--- src/rtl/aes_mixcol_seq_pkg.sv ---
// Shared constants for the column-serial MixColumns/AddRoundKey stage.
package aes_mixcol_seq_pkg;
  // FSM encoding
  localparam logic [1:0] S_IDLE = 2'd0;
  localparam logic [1:0] S_RUN  = 2'd1;
  localparam logic [1:0] S_DONE = 2'd2;

  // Column slicing of the 128-bit state
  localparam int NCOL = 4;
  localparam int COLW = 32;

  // E_D encoding
  localparam logic ENC = 1'b0;
  localparam logic DEC = 1'b1;

  // Multiply by x in GF(2^8) mod x^8+x^4+x^3+x+1
  function automatic logic [7:0] xtime(input logic [7:0] b);
    return {b[6:0], 1'b0} ^ (b[7] ? 8'h1b : 8'h00);
  endfunction
endpackage

--- src/rtl/aes_mixcol_seq_mixcol.sv ---
// Single 32-bit column MixColumns unit, forward (E_D=0) or inverse (E_D=1).
// Row 0 of the column is the MSB byte.
module AesMixCol
  import aes_mixcol_seq_pkg::*;
(
  input  logic        E_D,
  input  logic [31:0] DIn,
  output logic [31:0] DOut
);
  logic [7:0] b  [4];
  logic [7:0] m2 [4];
  logic [7:0] m4 [4];
  logic [7:0] m8 [4];

  // Row bytes and their x, x^2, x^3 multiples; each output row is a rotated
  // dot product with {2,3,1,1} forward or {14,11,13,9} inverse.
  always_comb begin
    DOut = '0;
    for (int r = 0; r < 4; r++) begin
      b[r]  = DIn[31-8*r -: 8];
      m2[r] = xtime(b[r]);
      m4[r] = xtime(m2[r]);
      m8[r] = xtime(m4[r]);
    end
    for (int r = 0; r < 4; r++) begin
      if (E_D == ENC)
        DOut[31-8*r -: 8] = m2[r] ^ (m2[(r+1)%4] ^ b[(r+1)%4]) ^ b[(r+2)%4] ^ b[(r+3)%4];
      else
        DOut[31-8*r -: 8] = (m8[r] ^ m4[r] ^ m2[r])
                          ^ (m8[(r+1)%4] ^ m2[(r+1)%4] ^ b[(r+1)%4])
                          ^ (m8[(r+2)%4] ^ m4[(r+2)%4] ^ b[(r+2)%4])
                          ^ (m8[(r+3)%4] ^ b[(r+3)%4]);
    end
  end
endmodule

--- src/rtl/aes_mixcol_seq.sv ---
// Column-serial MixColumns/AddRoundKey round stage: captures a 128-bit
// state + key, runs four columns through one column unit, returns the state.
module aes_mixcol_seq
  import aes_mixcol_seq_pkg::*;
(
  input  logic         clk,
  input  logic         rst,
  input  logic         in_valid,
  output logic         in_ready,
  input  logic [127:0] in_state,
  input  logic [127:0] in_key,
  input  logic         in_ed,
  input  logic         in_last,
  output logic         out_valid,
  input  logic         out_ready,
  output logic [127:0] out_state,
  output logic         busy
);
  logic [1:0] fsm;
  logic [1:0] col;
  // Index NCOL-1-c holds column c, so column 0 sits in the MSBs
  logic [NCOL-1:0][COLW-1:0] st_q, key_q, res_q;
  logic ed_q, last_q;

  logic [COLW-1:0] s_col, k_col, sk_col, mc_in, mc_out, r_col;
  logic accept;

  assign in_ready  = (fsm == S_IDLE) || (fsm == S_DONE && out_ready);
  assign out_valid = (fsm == S_DONE);
  assign busy      = (fsm == S_RUN);
  assign out_state = res_q;
  assign accept    = in_valid && in_ready;

  // Column datapath: 4:1 select, key pre-XOR for decrypt, post-XOR for encrypt
  always_comb begin
    s_col  = st_q[~col];
    k_col  = key_q[~col];
    sk_col = s_col ^ k_col;
    mc_in  = (ed_q == DEC) ? sk_col : s_col;
    if (last_q)
      r_col = sk_col;
    else if (ed_q == DEC)
      r_col = mc_out;
    else
      r_col = mc_out ^ k_col;
  end

  AesMixCol u_mixcol (
    .E_D  (ed_q),
    .DIn  (mc_in),
    .DOut (mc_out)
  );

  // FSM, input capture and column-wise result writes
  always_ff @(posedge clk) begin
    if (rst) begin
      fsm    <= S_IDLE;
      col    <= '0;
      st_q   <= '0;
      key_q  <= '0;
      res_q  <= '0;
      ed_q   <= 1'b0;
      last_q <= 1'b0;
    end else begin
      if (accept) begin
        st_q   <= in_state;
        key_q  <= in_key;
        ed_q   <= in_ed;
        last_q <= in_last;
        col    <= '0;
      end
      case (fsm)
        S_IDLE: if (accept) fsm <= S_RUN;
        S_RUN: begin
          res_q[~col] <= r_col;
          col         <= col + 2'd1;
          if (col == 2'd3) fsm <= S_DONE;
        end
        S_DONE: if (out_ready) fsm <= accept ? S_RUN : S_IDLE;
        default: fsm <= S_IDLE;
      endcase
    end
  end
endmodule

--- config.mk ---
export PLATFORM = sky130hd
export DESIGN_NAME = aes_mixcol_seq
export DESIGN_NICKNAME = d
export VERILOG_FILES = /design/src/rtl/aes_mixcol_seq_pkg.sv /design/src/rtl/aes_mixcol_seq_mixcol.sv /design/src/rtl/aes_mixcol_seq.sv
export SDC_FILE = /design/constraint.sdc
export NUM_CORES = 1
export LEC_CHECK = 0
export ABC_AREA = 1
export BUFFER_PORTS_ARGS = -buffer_cell sky130_fd_sc_hd__buf_2
export CORE_AREA = 4 4 260 389
export DETAILED_ROUTE_END_ITERATION = 8
export DIE_AREA = 0 0 264 393
export GPL_ROUTABILITY_DRIVEN = 1
export SLEW_MARGIN = 20
export SYNTH_ARGS = -nofsm -noshare
export SYNTH_HDL_FRONTEND = slang
export SYNTH_SLANG_ARGS = --single-unit
export TNS_END_PERCENT = 20
--- constraint.sdc ---
create_clock -name clk -period 2.4 [get_ports clk]
set_clock_uncertainty 0.1 [all_clocks]
set_input_delay 0.12 -clock clk [delete_from_list [all_inputs] [get_ports clk]]
set_output_delay 0.12 -clock clk [all_outputs]
set_load 0.005 [all_outputs]
Word level (Yosys, flattened, before mapping) --
Cells that the tools add are included.
Word-level totals: register bits after elaboration 390, bits in latches 0, RAM bits 0, ROM bits 0, output and inout port bits 131, word-level logic and storage cells 132, memories kept 0
Operators by class: add/subtract/negate cells 1, $mul 0, divide/modulo/power cells 0, order comparisons 2, equality and inequality tests 6, shifts and indexed selects 0, muxes and demuxes 33, bitwise operators 67, reduce and logical (&&, ||, !) cells 7
Operators by type and width (count):
- $xor A8 B8 Y8 | 64
- $mux W32 | 6
- $bmux W32 S2 | 2
- $bwmux W128 | 1
- $demux W32 S2 | 1
- $xor A32 B32 Y32 | 2
- $mux W5 | 12
- $mux W8 | 4
- $mux W2 | 5
- $pmux W2 S3 | 1
- $eq A2 B2 Y1 const B | 2
- $ne A2 B1 Y1 const B | 2
- $logic_and A1 B1 Y1 | 3
- $lt A2 B3 Y1 const B | 1
- $reduce_and A3 Y1 | 1
- $add A2 B1 Y2 const B | 1
- $eq A2 B1 Y1 const B | 1
- $ge A2 B1 Y1 const B | 1
- $logic_not A2 Y1 | 1
- $ne A2 B2 Y1 const B | 1
- $not A2 Y2 | 1
- $reduce_bool A2 Y1 | 1
- $logic_or A1 B1 Y1 | 1
- $mux W1 | 1

Logic depth before layout (Yosys ltp) --
Gate-level depths: netlist (run 1).
word-level depth 21, mapped depth 29, mapped depth without buffers 26

Cells and area by module --
Synthesis (run 1) repeated with hierarchy kept, for this count alone.
Second synthesis, totals: cell total of the unflattened synthesis 3715, area, all modules 23915.4 µm²
Modules (own cells, without submodules):
- aes_mixcol_seq | instances 1, cells each 2758, area an instance 18712.9 µm², sequential area each 7807.5 µm²
- AesMixCol | instances 1, cells each 957, area an instance 5202.5 µm², sequential area each 0.0 µm²

Least setup slack after synthesis (run 1) --
Ideal clock, no wire load.
kind flip-flop to flip-flop, start point reg col[0], end point reg res_q, in the netlist out_state[1], library setup time 0.109 ns, arrival time 2.424 ns, required time 2.191 ns, path slack -0.233 ns, stages on the path, launching flop included 25, path buffers 3, path through dfxtp_1 -> buf_6 -> inv_6 -> buf_12 -> buf_6 -> nand2_1 -> nand3_1 -> nand2_1 -> inv_1 -> nand2_1 -> nand3_2 -> nand2_4 -> inv_2 -> nand2_1 -> nand2_2 -> xor2_1 -> or2_1 -> nand3_1 -> nand2_1 -> nor2_1 -> nor2_1 -> nand2_1 -> nand3_1 -> nand2_1 -> inv_1
Between the ends: word-level cells in the longest chain between the ends 19
RTL lines:
- start: declaration | RTL line aes_mixcol_seq.sv:20 | logic [1:0] col;
- start signal: assignment | RTL line aes_mixcol_seq.sv:76 | col <= col + 2'd1;
- $not A2 Y2 * | RTL line aes_mixcol_seq.sv:36, aes_mixcol_seq.sv:37, aes_mixcol_seq.sv:75
- $bmux W32 S2, on equally long branches | RTL line aes_mixcol_seq.sv:36, aes_mixcol_seq.sv:37
- $mux W32, on equally long branches | RTL line aes_mixcol_seq.sv:36, aes_mixcol_seq.sv:37
- $xor A32 B32 Y32 | RTL line aes_mixcol_seq.sv:38 | sk_col = s_col ^ k_col;
- $mux W32 | RTL line aes_mixcol_seq.sv:39 | mc_in = (ed_q == DEC) ? sk_col : s_col;
- $xor A8 B8 Y8 | RTL line aes_mixcol_seq_pkg.sv:18 | return {b[6:0], 1'b0} ^ (b[7] ? 8'h1b : 8'h00);
- $mux W5 / $xor A8 B8 Y8 (equally long branches) | RTL line aes_mixcol_seq_pkg.sv:18
- $xor A8 B8 Y8 / $mux W5 (equally long branches) | RTL line aes_mixcol_seq_pkg.sv:18
- [... 3 more ...]
- $xor A8 B8 Y8 | RTL line aes_mixcol_seq_mixcol.sv:30 | ^ (m8[(r+1)%4] ^ m2[(r+1)%4] ^ b[(r+1)%4])
- $xor A8 B8 Y8 | RTL line aes_mixcol_seq_mixcol.sv:31 | ^ (m8[(r+2)%4] ^ m4[(r+2)%4] ^ b[(r+2)%4])
- $xor A8 B8 Y8 | RTL line aes_mixcol_seq_mixcol.sv:32 | ^ (m8[(r+3)%4] ^ b[(r+3)%4]);
- $mux W8 | RTL line aes_mixcol_seq_mixcol.sv:26 | if (E_D == ENC)
- $xor A32 B32 Y32 | RTL line aes_mixcol_seq.sv:45 | r_col = mc_out ^ k_col;
- $mux W32 | RTL line aes_mixcol_seq.sv:42 | else if (ed_q == DEC)
- $mux W32 | RTL line aes_mixcol_seq.sv:40 | if (last_q)
- $bwmux W128 * | RTL line aes_mixcol_seq.sv:75 | res_q[~col] <= r_col;
- end signal: indexed assignment | RTL line aes_mixcol_seq.sv:75
- end: declaration | RTL line aes_mixcol_seq.sv:22 | logic [NCOL-1:0][COLW-1:0] st_q, key_q, res_q;
Mark *: on every way between the ends. The rest lies on a longest branch, timed or not. The select of a mux whose other input is x is not followed. A chain may end at the register's enable or synchronous reset.

Final worst setup path (run 1) --
start point reg col[0], end point reg res_q, in the netlist out_state[18]
Between the ends: word-level cells in the longest chain between the ends 19
RTL lines (RTL line):
- $not A2 Y2 * | aes_mixcol_seq.sv:36, aes_mixcol_seq.sv:37, aes_mixcol_seq.sv:75
- $bmux W32 S2, on equally long branches | aes_mixcol_seq.sv:36, aes_mixcol_seq.sv:37
- $mux W32, on equally long branches | aes_mixcol_seq.sv:36, aes_mixcol_seq.sv:37
- $xor A32 B32 Y32 | aes_mixcol_seq.sv:38
- $mux W32 | aes_mixcol_seq.sv:39
- $mux W5 / $xor A8 B8 Y8 (equally long branches) | aes_mixcol_seq_pkg.sv:18
- $xor A8 B8 Y8 / $mux W5 (equally long branches) | aes_mixcol_seq_pkg.sv:18
- $xor A8 B8 Y8 (2 in a row) | aes_mixcol_seq_pkg.sv:18
- $xor A8 B8 Y8, on equally long branches (2 in a row) | aes_mixcol_seq_mixcol.sv:29, aes_mixcol_seq_mixcol.sv:30
- $xor A8 B8 Y8 | aes_mixcol_seq_mixcol.sv:30
- $xor A8 B8 Y8 | aes_mixcol_seq_mixcol.sv:31
- $xor A8 B8 Y8 | aes_mixcol_seq_mixcol.sv:32
- $mux W8 | aes_mixcol_seq_mixcol.sv:26
- $xor A32 B32 Y32 | aes_mixcol_seq.sv:45
- $mux W32 | aes_mixcol_seq.sv:42
- $mux W32 | aes_mixcol_seq.sv:40
- $bwmux W128 * | aes_mixcol_seq.sv:75
Marks and branches as above.

==> impl_metrics.prom, run 1 <==
# TYPE chip_impl_metric gauge
chip_impl_info{name="run_status",value="finished, violations left"} 1
chip_impl_info{name="violations",value="negative setup slack"} 1
chip_impl_metric{name="cts.clk_slew.worst_paths",unit="ns"} 0.06
chip_impl_info{name="grt_setup_unrepaired",value="true"} 1
chip_impl_metric{name="worst-endpoint-required",unit="ns"} 2.79
chip_impl_metric{name="ratio_of_routed_vias_to_standard_cells",unit=""} 4.83
chip_impl_info{name="yosys.area.top_type",value="sky130_fd_sc_hd__dfxtp_1"} 1
chip_impl_metric{name="multiInputGateArea",unit="µm²"} 15700
chip_impl_info{name="synth_top_cells_by_count",value="sky130_fd_sc_hd__nand2_1 (1,476), sky130_fd_sc_hd__nand3_1 (620), sky130_fd_sc_hd__dfxtp_1 (390)"} 1
chip_impl_info{name="cts_root_buf",value="sky130_fd_sc_hd__clkbuf_16"} 1
chip_impl_metric{name="cts_buffer_depth",unit=""} 3
chip_impl_metric{name="grt_pass1_wl",unit="µm"} 193000
chip_impl_metric{name="p_comb_frac",unit=""} 0.519
chip_impl_metric{name="grt-ovfl-total",unit=""} 0
chip_impl_metric{name="mappedNetlistNets",unit=""} 4065
chip_impl_metric{name="count_of_maximum_capacitance_violations",unit=""} 0
chip_impl_metric{name="ys_seq_elements",unit=""} 390
chip_impl_metric{name="crit_path_max_fanout",unit=""} 12
chip_impl_metric{name="cell_variety_after_synth",unit=""} 42
chip_impl_info{name="synth.area.top_cells",value="sky130_fd_sc_hd__dfxtp_1 (32%), sky130_fd_sc_hd__nand2_1 (23%), sky130_fd_sc_hd__nand3_1 (13%)"} 1
chip_impl_metric{name="fillers",unit=""} 10400
chip_impl_metric{name="port_buffers",unit=""} 392
chip_impl_metric{name="length_of_the_first_detailed_routing_pass_in_iterations",unit=""} 6
chip_impl_metric{name="hpwlAfterDp",unit="µm"} 107000
chip_impl_metric{name="final_layout_size_suffix_gt1_frac",unit=""} 0.287
chip_impl_metric{name="timing.critical_path.arrival",unit="ns"} 3.81
chip_impl_metric{name="final_max_slew_viol_count",unit=""} 0
chip_impl_metric{name="min_period_over_period",unit=""} 1.42
chip_impl_info{name="timing_worst_setup_path_type",value="flop to flop"} 1
chip_impl_metric{name="power_density",unit="nW/µm²"} 765
chip_impl_metric{name="cts.sinks",unit=""} 390
chip_impl_metric{name="static-leakage-power",unit="nW"} 18.1
chip_impl_metric{name="core",unit="µm²"} 98100
chip_impl_metric{name="fraction_of_registers_with_async_set_reset",unit=""} 0
chip_impl_metric{name="gp_routability_congestion",unit=""} 1.03
chip_impl_metric{name="post_syn_area",unit="µm²"} 24300
chip_impl_metric{name="stdcell_count",unit=""} 6238
chip_impl_metric{name="power.switching",unit="mW"} 12.0
chip_impl_info{name="synth.most_common_cell",value="sky130_fd_sc_hd__nand2_1"} 1
chip_impl_metric{name="power_report.internal_total",unit="mW"} 17.0
chip_impl_metric{name="die_outline_area",unit="µm²"} 104000
chip_impl_metric{name="synth_edf_count",unit=""} 0
chip_impl_metric{name="clk_latency",unit="ns"} 0.60
chip_impl_metric{name="starting_density",unit=""} 0.248
chip_impl_metric{name="tightest_slew",unit="ns"} 0.718
chip_impl_metric{name="io-pin-count",unit=""} 393
chip_impl_metric{name="die-height",unit="µm"} 393
chip_impl_metric{name="numCtsBuffers",unit=""} 42
chip_impl_metric{name="finalCriticalPeriod",unit="ns"} 3.42
chip_impl_metric{name="final_setup_viols",unit=""} 128
chip_impl_metric{name="vdd_ir_drop_max",unit="mV"} 0.424
chip_impl_metric{name="post_synth.cell_area_avg",unit="µm²"} 6.40
chip_impl_metric{name="register_area",unit="µm²"} 7820
chip_impl_info{name="critPathCaptureType",value="flop"} 1
chip_impl_metric{name="route.antenna.remaining_nets",unit=""} 0
chip_impl_metric{name="final_setup_slack_of_the_worst_path",unit="ns"} -1.02
chip_impl_metric{name="wl_per_cell",unit="µm"} 21.7
chip_impl_metric{name="syn-instance-count",unit=""} 3799
chip_impl_metric{name="totalWireLength",unit="µm"} 135000
chip_impl_metric{name="num-nets-final",unit=""} 5185
chip_impl_metric{name="grt_pass1_vias",unit=""} 29100
chip_impl_metric{name="max_slew_margin",unit=""} 0.521
chip_impl_metric{name="areaGrowthSynthToFinish",unit="%"} 56.4
chip_impl_metric{name="clock_power_share",unit=""} 0.236
chip_impl_info{name="hold_class",value="primary input to flop"} 1
chip_impl_metric{name="pin_count_of_the_biggest_net_entering_global_routing",unit=""} 140
chip_impl_metric{name="grt_antenna_before_repair",unit=""} 1
chip_impl_metric{name="final_hold_viol_count",unit=""} 0
chip_impl_metric{name="fmax",unit="GHz"} 0.292
chip_impl_metric{name="sequential_share_of_power",unit=""} 0.245
chip_impl_info{name="cp-start-kind",value="flop"} 1
chip_impl_metric{name="finalSetupTns",unit="ns"} -116.60
chip_impl_info{name="cts_tree",value="yes"} 1
chip_impl_metric{name="number_of_warning_messages_in_the_yosys_log",unit=""} 0
chip_impl_metric{name="place.detailed.instances",unit=""} 5809
chip_impl_metric{name="via_count",unit=""} 30100
chip_impl_metric{name="drt_initial_violations",unit=""} 2142
chip_impl_metric{name="die-width",unit="µm"} 264
chip_impl_metric{name="swShare",unit=""} 0.413
chip_impl_metric{name="site_row_count",unit=""} 141
chip_impl_metric{name="htree_num_levels",unit=""} 2
chip_impl_info{name="flip_flop_cell_with_the_highest_count_after_synthesis",value="sky130_fd_sc_hd__dfxtp_1"} 1
chip_impl_metric{name="synth_top_area_frac",unit=""} 0.321
chip_impl_metric{name="yosysSeqAreaShare",unit=""} 0.321
chip_impl_metric{name="drt_drc_violations_left",unit=""} 0
chip_impl_metric{name="grt_util_all_layers",unit=""} 0.248
-- metal layers --
metal  part of all wire  up-vias  global-route usage
met5                  0        -                   0
li1                   -    14500                   -
met3              0.047      331              0.0257
met4              0.076        0               0.156
met2               0.50     1119               0.449
met1               0.38    14200               0.278
-- placed cells by master, fill, tap and decap left out, drive strengths merged, types with 3 or more instances in the layout --
cell and n:
nand2 1580, dfxtp 390, nand3b 4, nor2 29, ha 4, nand3 633, clkbuf 58, bufinv 5
a21oi 361, xnor2 49, o21a 48, dlygate4sd3 325, clkinv 8, or2 13, buf 983, clkinvlp 3
nand4 6, o21ai 115, xor2 154, inv 178
-- cell type report --
class,instances,share of cell area
antenna,2,0.000132
clock buffer,55,0.0300
clock inverter,19,0.00757
inverter,175,0.0179
multi-input combinational,2999,0.412
sequential,390,0.206
tap,1287,0.0424
timing repair buffer,1311,0.284
-- stage by stage --
| step | util | hold WS, ns | instance area, µm² | setup WS (ns) | power, mW |
|---|---|---|---|---|---|
| final | 0.387 | 0.143 | 38000 | -1.02 | 29.1 |
| after global routing | 0.387 | 0.170 | 38000 | -1.19 | 30.5 |
| after CTS | 0.382 | 0.119 | 37500 | -1.05 | 28.8 |
| after detailed placement | 0.327 | 0.298 | 32100 | -1.47 | 20.9 |
| after global placement | 0.327 | 0.299 | 32100 | -1.46 | 20.9 |
| after floorplan | - | 0.188 | 24400 | -0.188 | 14.0 |
-- flip-flops by register name, summed over array words and instances (netlist names) --
register   count
st_q         128
key_q        128
fsm            2
col            2
last_q         1
ed_q           1
out_state    128
-- critical path, cell delays in order (launching register included) --
cell                      delay (ns)
sky130_fd_sc_hd__dfxtp_4        0.43
sky130_fd_sc_hd__inv_8          0.09
sky130_fd_sc_hd__buf_12         0.16
sky130_fd_sc_hd__buf_12         0.14
sky130_fd_sc_hd__buf_12         0.14
sky130_fd_sc_hd__nand2_1        0.08
sky130_fd_sc_hd__nand2_1        0.06
sky130_fd_sc_hd__nand2_1        0.08
sky130_fd_sc_hd__nand2_1        0.06
sky130_fd_sc_hd__buf_4          0.14
sky130_fd_sc_hd__nand2_1        0.09
sky130_fd_sc_hd__nand3_2        0.09
sky130_fd_sc_hd__nand2_4        0.14
sky130_fd_sc_hd__nand2_4        0.11
sky130_fd_sc_hd__nand2_8        0.13
sky130_fd_sc_hd__xor2_4         0.21
sky130_fd_sc_hd__buf_12         0.13
sky130_fd_sc_hd__nand2_1        0.06
sky130_fd_sc_hd__nand2_1        0.06
sky130_fd_sc_hd__nand2_1        0.06
sky130_fd_sc_hd__nand2_1        0.06
sky130_fd_sc_hd__nand2_1        0.05
sky130_fd_sc_hd__nand3_1        0.09
sky130_fd_sc_hd__nand3_2        0.14
sky130_fd_sc_hd__nand3_4        0.17
sky130_fd_sc_hd__nand3_2        0.12
sky130_fd_sc_hd__nand2_1        0.08
sky130_fd_sc_hd__inv_1          0.03
-- final timing paths --
check	from	end	slack, ns	depth (start not counted)
setup reg to reg	col[0]	out_state[18]	-1.02	27
setup / recovery	col[0]	out_state[18]	-1.02	27
hold reg to reg	key_q[30]	key_q[30]	0.36	2
hold / removal	in_valid	st_q[9]	0.14	4
-- repair_timing --
action / CTS / global route
hold buffers: 325 / 0
cloned: 0 / 2
pin swaps: 12 / 22
buffers inserted: 10 / 16
endpoints found under the hold margin: 260 / 0
resized for setup: 155 / 84
endpoints found under the setup margin: 128 / 145
-- power by group through the flow --
stage / Clock (mW) / Combinational (mW) / Sequential, mW
floorplan: 0 / 6.80 / 7.15
global placement: 0 / 13.6 / 7.25
detailed placement: 0 / 13.6 / 7.25
CTS: 6.99 / 14.7 / 7.12
global route: 7.25 / 16.1 / 7.15
finish: 6.86 / 15.1 / 7.12
-- logic make-up after synthesis --
group                    count (synthesis)  share of synthesized area
AND/OR/NAND/NOR                       2266                      0.404
AO/OA/AOI/OAI                          526                      0.116
XOR/XNOR                               203                     0.0804
buffers and inverters                  410                     0.0754
flip-flops                             390                      0.321
adder cells (fa/ha/maj)                  4                    0.00206
Power figures use the tool's default switching activity.
==> run 2: changes to the inputs <==
Settings changed: CORE_AREA 4 4 260 389 to 4 4 182 272, DIE_AREA 0 0 264 393 to 0 0 186 276, PLACE_DENSITY from default to 0.77.
==> run 2 against run 1 <==
The run now fails in 5_1_grt. Area after synthesis is the same. Synthesized cell count is the same.
==> impl_metrics.prom, run 2 <==
# TYPE chip_impl_metric gauge
chip_impl_metric{name="detailed_place.area",unit="µm²"} 30400
chip_impl_metric{name="port_buffers",unit=""} 392
chip_impl_metric{name="syn-instance-count",unit=""} 3799
chip_impl_metric{name="ys_seq_elements",unit=""} 390
chip_impl_metric{name="cts.sinks",unit=""} 390
chip_impl_info{name="stop_error",value="[ERROR GRT-0232] Routing congestion too high. Check the congestion heatmap in the GUI."} 1
chip_impl_metric{name="starting_density",unit=""} 0.513
chip_impl_metric{name="synthAdderAreaFrac",unit=""} 0.00206
chip_impl_metric{name="fraction_of_registers_with_async_set_reset",unit=""} 0
chip_impl_info{name="run_status",value="aborted with a tool error"} 1
chip_impl_info{name="worstEpCategory",value="register input"} 1
chip_impl_metric{name="hpwlAfterDp",unit="µm"} 90100
chip_impl_metric{name="numCtsBuffers",unit=""} 37
chip_impl_metric{name="die-height",unit="µm"} 276
chip_impl_info{name="flip_flop_cell_with_the_highest_count_after_synthesis",value="sky130_fd_sc_hd__dfxtp_1"} 1
chip_impl_metric{name="io-pin-count",unit=""} 393
chip_impl_metric{name="grt_antenna_before_repair",unit=""} 43
chip_impl_metric{name="synth_edf_count",unit=""} 0
chip_impl_metric{name="gp_routability_congestion",unit=""} 1.10
chip_impl_info{name="stop_stage",value="5_1_grt"} 1
chip_impl_info{name="crit_endpoint",value="out_state[125]$_SDFFE_PP0P_/D"} 1
chip_impl_metric{name="yosysSeqAreaShare",unit=""} 0.321
chip_impl_metric{name="die-width",unit="µm"} 186
chip_impl_metric{name="synth.area.mux_share",unit=""} 0
chip_impl_info{name="dominant_combinational_cell_family_by_area_after_synthesis",value="simple AND/OR/NAND/NOR gates"} 1
chip_impl_metric{name="htree_num_levels",unit=""} 2
chip_impl_metric{name="grt_util_all_layers",unit=""} 0.764
chip_impl_metric{name="site_row_count",unit=""} 98
chip_impl_metric{name="number_of_warning_messages_in_the_yosys_log",unit=""} 0
chip_impl_metric{name="mappedNetlistNets",unit=""} 4065
chip_impl_info{name="synth_top_cells_by_count",value="sky130_fd_sc_hd__nand2_1 (1,476), sky130_fd_sc_hd__nand3_1 (620), sky130_fd_sc_hd__dfxtp_1 (390)"} 1
chip_impl_metric{name="cell_variety_after_synth",unit=""} 42
chip_impl_metric{name="synth_top_area_frac",unit=""} 0.321
chip_impl_info{name="cts_root_buf",value="sky130_fd_sc_hd__clkbuf_16"} 1
chip_impl_metric{name="pin_count_of_the_biggest_net_entering_global_routing",unit=""} 195
chip_impl_metric{name="synthXorXnorAreaFrac",unit=""} 0.0804
chip_impl_info{name="synth.area.top_cells",value="sky130_fd_sc_hd__dfxtp_1 (32%), sky130_fd_sc_hd__nand2_1 (23%), sky130_fd_sc_hd__nand3_1 (13%)"} 1
chip_impl_metric{name="post_synth.cell_area_avg",unit="µm²"} 6.40
chip_impl_metric{name="cts_buffer_depth",unit=""} 3
chip_impl_metric{name="post_syn_area",unit="µm²"} 24300
chip_impl_metric{name="grt-ovfl-total",unit=""} 12
chip_impl_metric{name="synthesized_area_fraction_occupied_by_ao_oa_aoi_and_oai_cells",unit=""} 0.116
chip_impl_info{name="synth.most_common_cell",value="sky130_fd_sc_hd__nand2_1"} 1
chip_impl_metric{name="synth-simple-area-share",unit=""} 0.404
chip_impl_info{name="yosys.area.top_type",value="sky130_fd_sc_hd__dfxtp_1"} 1
==> run 2: cell counts after synthesis <==
No cell type changed its count.
==> run 2: timing repair <==
action / CTS
gates cloned: 4
setup buffers: 26
hold buffers: 295
endpoints found under the setup margin: 128
endpoints found under the hold margin: 261
gates resized for setup: 304
pin swaps: 67
==> run 2: cell families after synthesis <==
family                   Yosys count
AND/OR/NAND/NOR                 2266
AO/OA/AOI/OAI                    526
flip-flops                       390
XOR/XNOR                         203
buffers and inverters            410
adder cells (fa/ha/maj)            4
==> run 2: layer usage <==
metal,global-route usage,overflow
met5,0.415,0
met4,0.806,8
met2,0.908,2
met3,0.605,2
met1,0.747,0
==> run 2: metrics by stage <==
stage / std cells / utilization / worst slack, ns / hold slack (ns) / TNS (ns)
3_3_place_gp: 5060 / 0.643 / -1.03 / 0.291 / -119.23
3_5_place_dp: 5060 / 0.643 / -1.09 / 0.295 / -121.67
4_1_cts: 5452 / 0.765 / -0.856 / 0.0332 / -98.25
2_1_floorplan: 3799 / - / -0.188 / 0.188 / -17.34
==> run 3: changes to the inputs <==
Settings changed: CORE_AREA 4 4 182 272 to 4 4 255 257, DIE_AREA 0 0 186 276 to 0 0 259 261, PLACE_DENSITY 0.77 to default, PLACE_DENSITY_LB_ADDON from default to 0.15.
Clock period 2.4 ns to 3.1 ns, I/O delays scaled along.
==> run 3 against run 2 <==
The flow now finishes, with violations (negative setup slack).
==> impl_metrics.prom, run 3 (synthesized netlist as in run 1, its figures left out) <==
# TYPE chip_impl_metric gauge
chip_impl_info{name="violations",value="negative setup slack"} 1
chip_impl_info{name="timing_worst_setup_path_type",value="flop to flop"} 1
chip_impl_metric{name="drt_initial_violations",unit=""} 2455
chip_impl_metric{name="place.detailed.instances",unit=""} 5241
chip_impl_metric{name="hold_ws",unit="ns"} 0.0546
chip_impl_metric{name="grt_util_all_layers",unit=""} 0.313
chip_impl_metric{name="grt-ovfl-total",unit=""} 0
chip_impl_info{name="mostFrequentLayoutCells",value="sky130_fd_sc_hd__nand2_1 (1,372), sky130_fd_sc_hd__nand3_1 (579), sky130_fd_sc_hd__buf_4 (407)"} 1
chip_impl_metric{name="fmax",unit="GHz"} 0.305
chip_impl_metric{name="starting_density",unit=""} 0.387
chip_impl_metric{name="timing.critical_path.slowest_cell_delay",unit="ns"} 0.43
chip_impl_metric{name="clk_latency",unit="ns"} 0.59
chip_impl_info{name="cp-start-kind",value="flop"} 1
chip_impl_metric{name="length_of_the_first_detailed_routing_pass_in_iterations",unit=""} 8
chip_impl_metric{name="final_layout_size_suffix_gt1_frac",unit=""} 0.268
chip_impl_metric{name="pin_count_of_the_biggest_net_entering_global_routing",unit=""} 188
chip_impl_metric{name="core",unit="µm²"} 62700
chip_impl_metric{name="vdd_ir_drop_max",unit="mV"} 0.401
chip_impl_metric{name="die-width",unit="µm"} 259
chip_impl_metric{name="power_report.internal_total",unit="mW"} 12.5
chip_impl_metric{name="count_of_maximum_capacitance_violations",unit=""} 0
chip_impl_metric{name="grt_pass1_vias",unit=""} 27200
chip_impl_metric{name="timing.critical_path.arrival",unit="ns"} 3.63
chip_impl_metric{name="finalSetupTns",unit="ns"} -11.54
chip_impl_metric{name="power.switching",unit="mW"} 8.35
chip_impl_metric{name="grt_pass1_wl",unit="µm"} 164000
chip_impl_metric{name="cts.sinks",unit=""} 390
chip_impl_metric{name="port_buffers",unit=""} 392
chip_impl_metric{name="worst-endpoint-required",unit="ns"} 3.45
chip_impl_metric{name="static-leakage-power",unit="nW"} 17.1
chip_impl_metric{name="wl_per_cell",unit="µm"} 19.6
chip_impl_metric{name="io-pin-count",unit=""} 393
chip_impl_info{name="critPathCaptureType",value="flop"} 1
chip_impl_metric{name="die_outline_area",unit="µm²"} 67600
chip_impl_metric{name="site_row_count",unit=""} 92
chip_impl_metric{name="sequential_share_of_power",unit=""} 0.263
chip_impl_metric{name="num-nets-final",unit=""} 5022
chip_impl_metric{name="stdcell_count",unit=""} 5632
chip_impl_metric{name="via_count",unit=""} 28900
chip_impl_metric{name="grt_antenna_before_repair",unit=""} 0
chip_impl_metric{name="swShare",unit=""} 0.401
chip_impl_metric{name="max_slew_margin",unit=""} 0.310
chip_impl_info{name="cts_root_buf",value="sky130_fd_sc_hd__clkbuf_16"} 1
chip_impl_metric{name="final_setup_slack_of_the_worst_path",unit="ns"} -0.182
chip_impl_metric{name="htree_num_levels",unit=""} 2
chip_impl_metric{name="route.antenna.remaining_nets",unit=""} 0
chip_impl_info{name="critical_path.slowest_cell",value="sky130_fd_sc_hd__dfxtp_4"} 1
chip_impl_metric{name="cts.clk_slew.worst_paths",unit="ns"} 0.06
chip_impl_metric{name="areaGrowthSynthToFinish",unit="%"} 46.1
chip_impl_metric{name="numCtsBuffers",unit=""} 41
chip_impl_metric{name="final_max_slew_viol_count",unit=""} 0
chip_impl_metric{name="clock_power_share",unit=""} 0.242
chip_impl_metric{name="drt_drc_violations_left",unit=""} 0
chip_impl_metric{name="power_density",unit="nW/µm²"} 587
chip_impl_metric{name="crit_path_max_fanout",unit=""} 17
chip_impl_metric{name="hpwlAfterDp",unit="µm"} 82500
chip_impl_metric{name="totalWireLength",unit="µm"} 111000
chip_impl_metric{name="p_comb_frac",unit=""} 0.495
chip_impl_info{name="run_status",value="finished, violations left"} 1
chip_impl_info{name="critical_path.top_delay_family",value="simple AND/OR/NAND/NOR gates"} 1
chip_impl_metric{name="final_hold_viol_count",unit=""} 0
chip_impl_info{name="timing.critical_path.mode_cell",value="sky130_fd_sc_hd__nand2_1"} 1
chip_impl_metric{name="final_setup_viols",unit=""} 124
chip_impl_info{name="cts_tree",value="yes"} 1
chip_impl_metric{name="cts_buffer_depth",unit=""} 3
chip_impl_metric{name="die-height",unit="µm"} 261
chip_impl_metric{name="min_period_over_period",unit=""} 1.06
chip_impl_metric{name="ratio_of_routed_vias_to_standard_cells",unit=""} 5.14
chip_impl_info{name="final_common_cell",value="sky130_fd_sc_hd__nand2_1"} 1
chip_impl_metric{name="finalCriticalPeriod",unit="ns"} 3.28
chip_impl_metric{name="tightest_slew",unit="ns"} 1.03
chip_impl_metric{name="worst-path-buf-inv",unit=""} 7
chip_impl_info{name="grt_setup_unrepaired",value="true"} 1
chip_impl_info{name="hold_class",value="primary input to flop"} 1
chip_impl_metric{name="gp_routability_congestion",unit=""} 1.05
==> run 3: metrics by stage <==
stage | total power, mW | utilization | setup WS [ns] | area, µm²
6_report | 20.8 | 0.566 | -0.182 | 35500
5_1_grt | 21.9 | 0.566 | -0.385 | 35500
4_1_cts | 20.5 | 0.558 | -0.0930 | 35000
3_5_place_dp | 14.9 | 0.479 | -0.335 | 30000
3_3_place_gp | 14.8 | 0.479 | -0.302 | 30000
2_1_floorplan | 10.8 | - | 0.467 | 24300
==> run 3: routing by layer <==
metal  GRT usage  routed length [µm]  vias to the layer above
met3      0.0454                7790                      260
met4       0.148                6250                        0
met1       0.400               45100                    13300
met5           0                   0                        -
met2       0.522               51300                     1136
li1            -                   -                    14200
==> run 3: repair_timing <==
item / in CTS / in global routing
pin swaps: 22 / 23
setup endpoints to repair: 126 / 128
resized for setup: 145 / 86
hold endpoints to repair: 259 / 0
cloned: 2 / 1
hold buffers: 286 / 0
setup buffers: 13 / 16
==> run 3: worst paths after layout <==
kind / startpoint / to / slack [ns] / cells after the start
worst max-delay path: col[0] / out_state[6] / -0.18 / 29
worst min-delay path: rst / key_q[53] / 0.05 / 3
worst max register to register: col[0] / out_state[6] / -0.18 / 29
worst min register to register: st_q[100] / st_q[100] / 0.36 / 2
==> run 3: power by group through the flow <==
stage | Combinational [mW] | Clock [mW] | Sequential (mW)
4_1_cts | 9.91 | 5.14 | 5.48
2_1_floorplan | 5.23 | 0 | 5.54
5_1_grt | 11.1 | 5.33 | 5.51
3_5_place_dp | 9.27 | 0 | 5.58
6_report | 10.3 | 5.05 | 5.48
3_3_place_gp | 9.24 | 0 | 5.59
==> run 3: cell type report <==
class / instances / area, µm²
fill: 5995 / 27200
multi-input combinational: 2999 / 15500
timing repair buffer: 1149 / 9070
sequential: 390 / 7820
clock buffer: 60 / 1200
tap: 846 / 1060
inverter: 175 / 681
clock inverter: 12 / 164
antenna: 1 / 2.50
==> run 3: worst min-delay path, delay by kind of cell <==
family / cells / cell delay (ns)
AO/OA/AOI/OAI: 1 / 0.20
buffers and inverters: 2 / 0.30
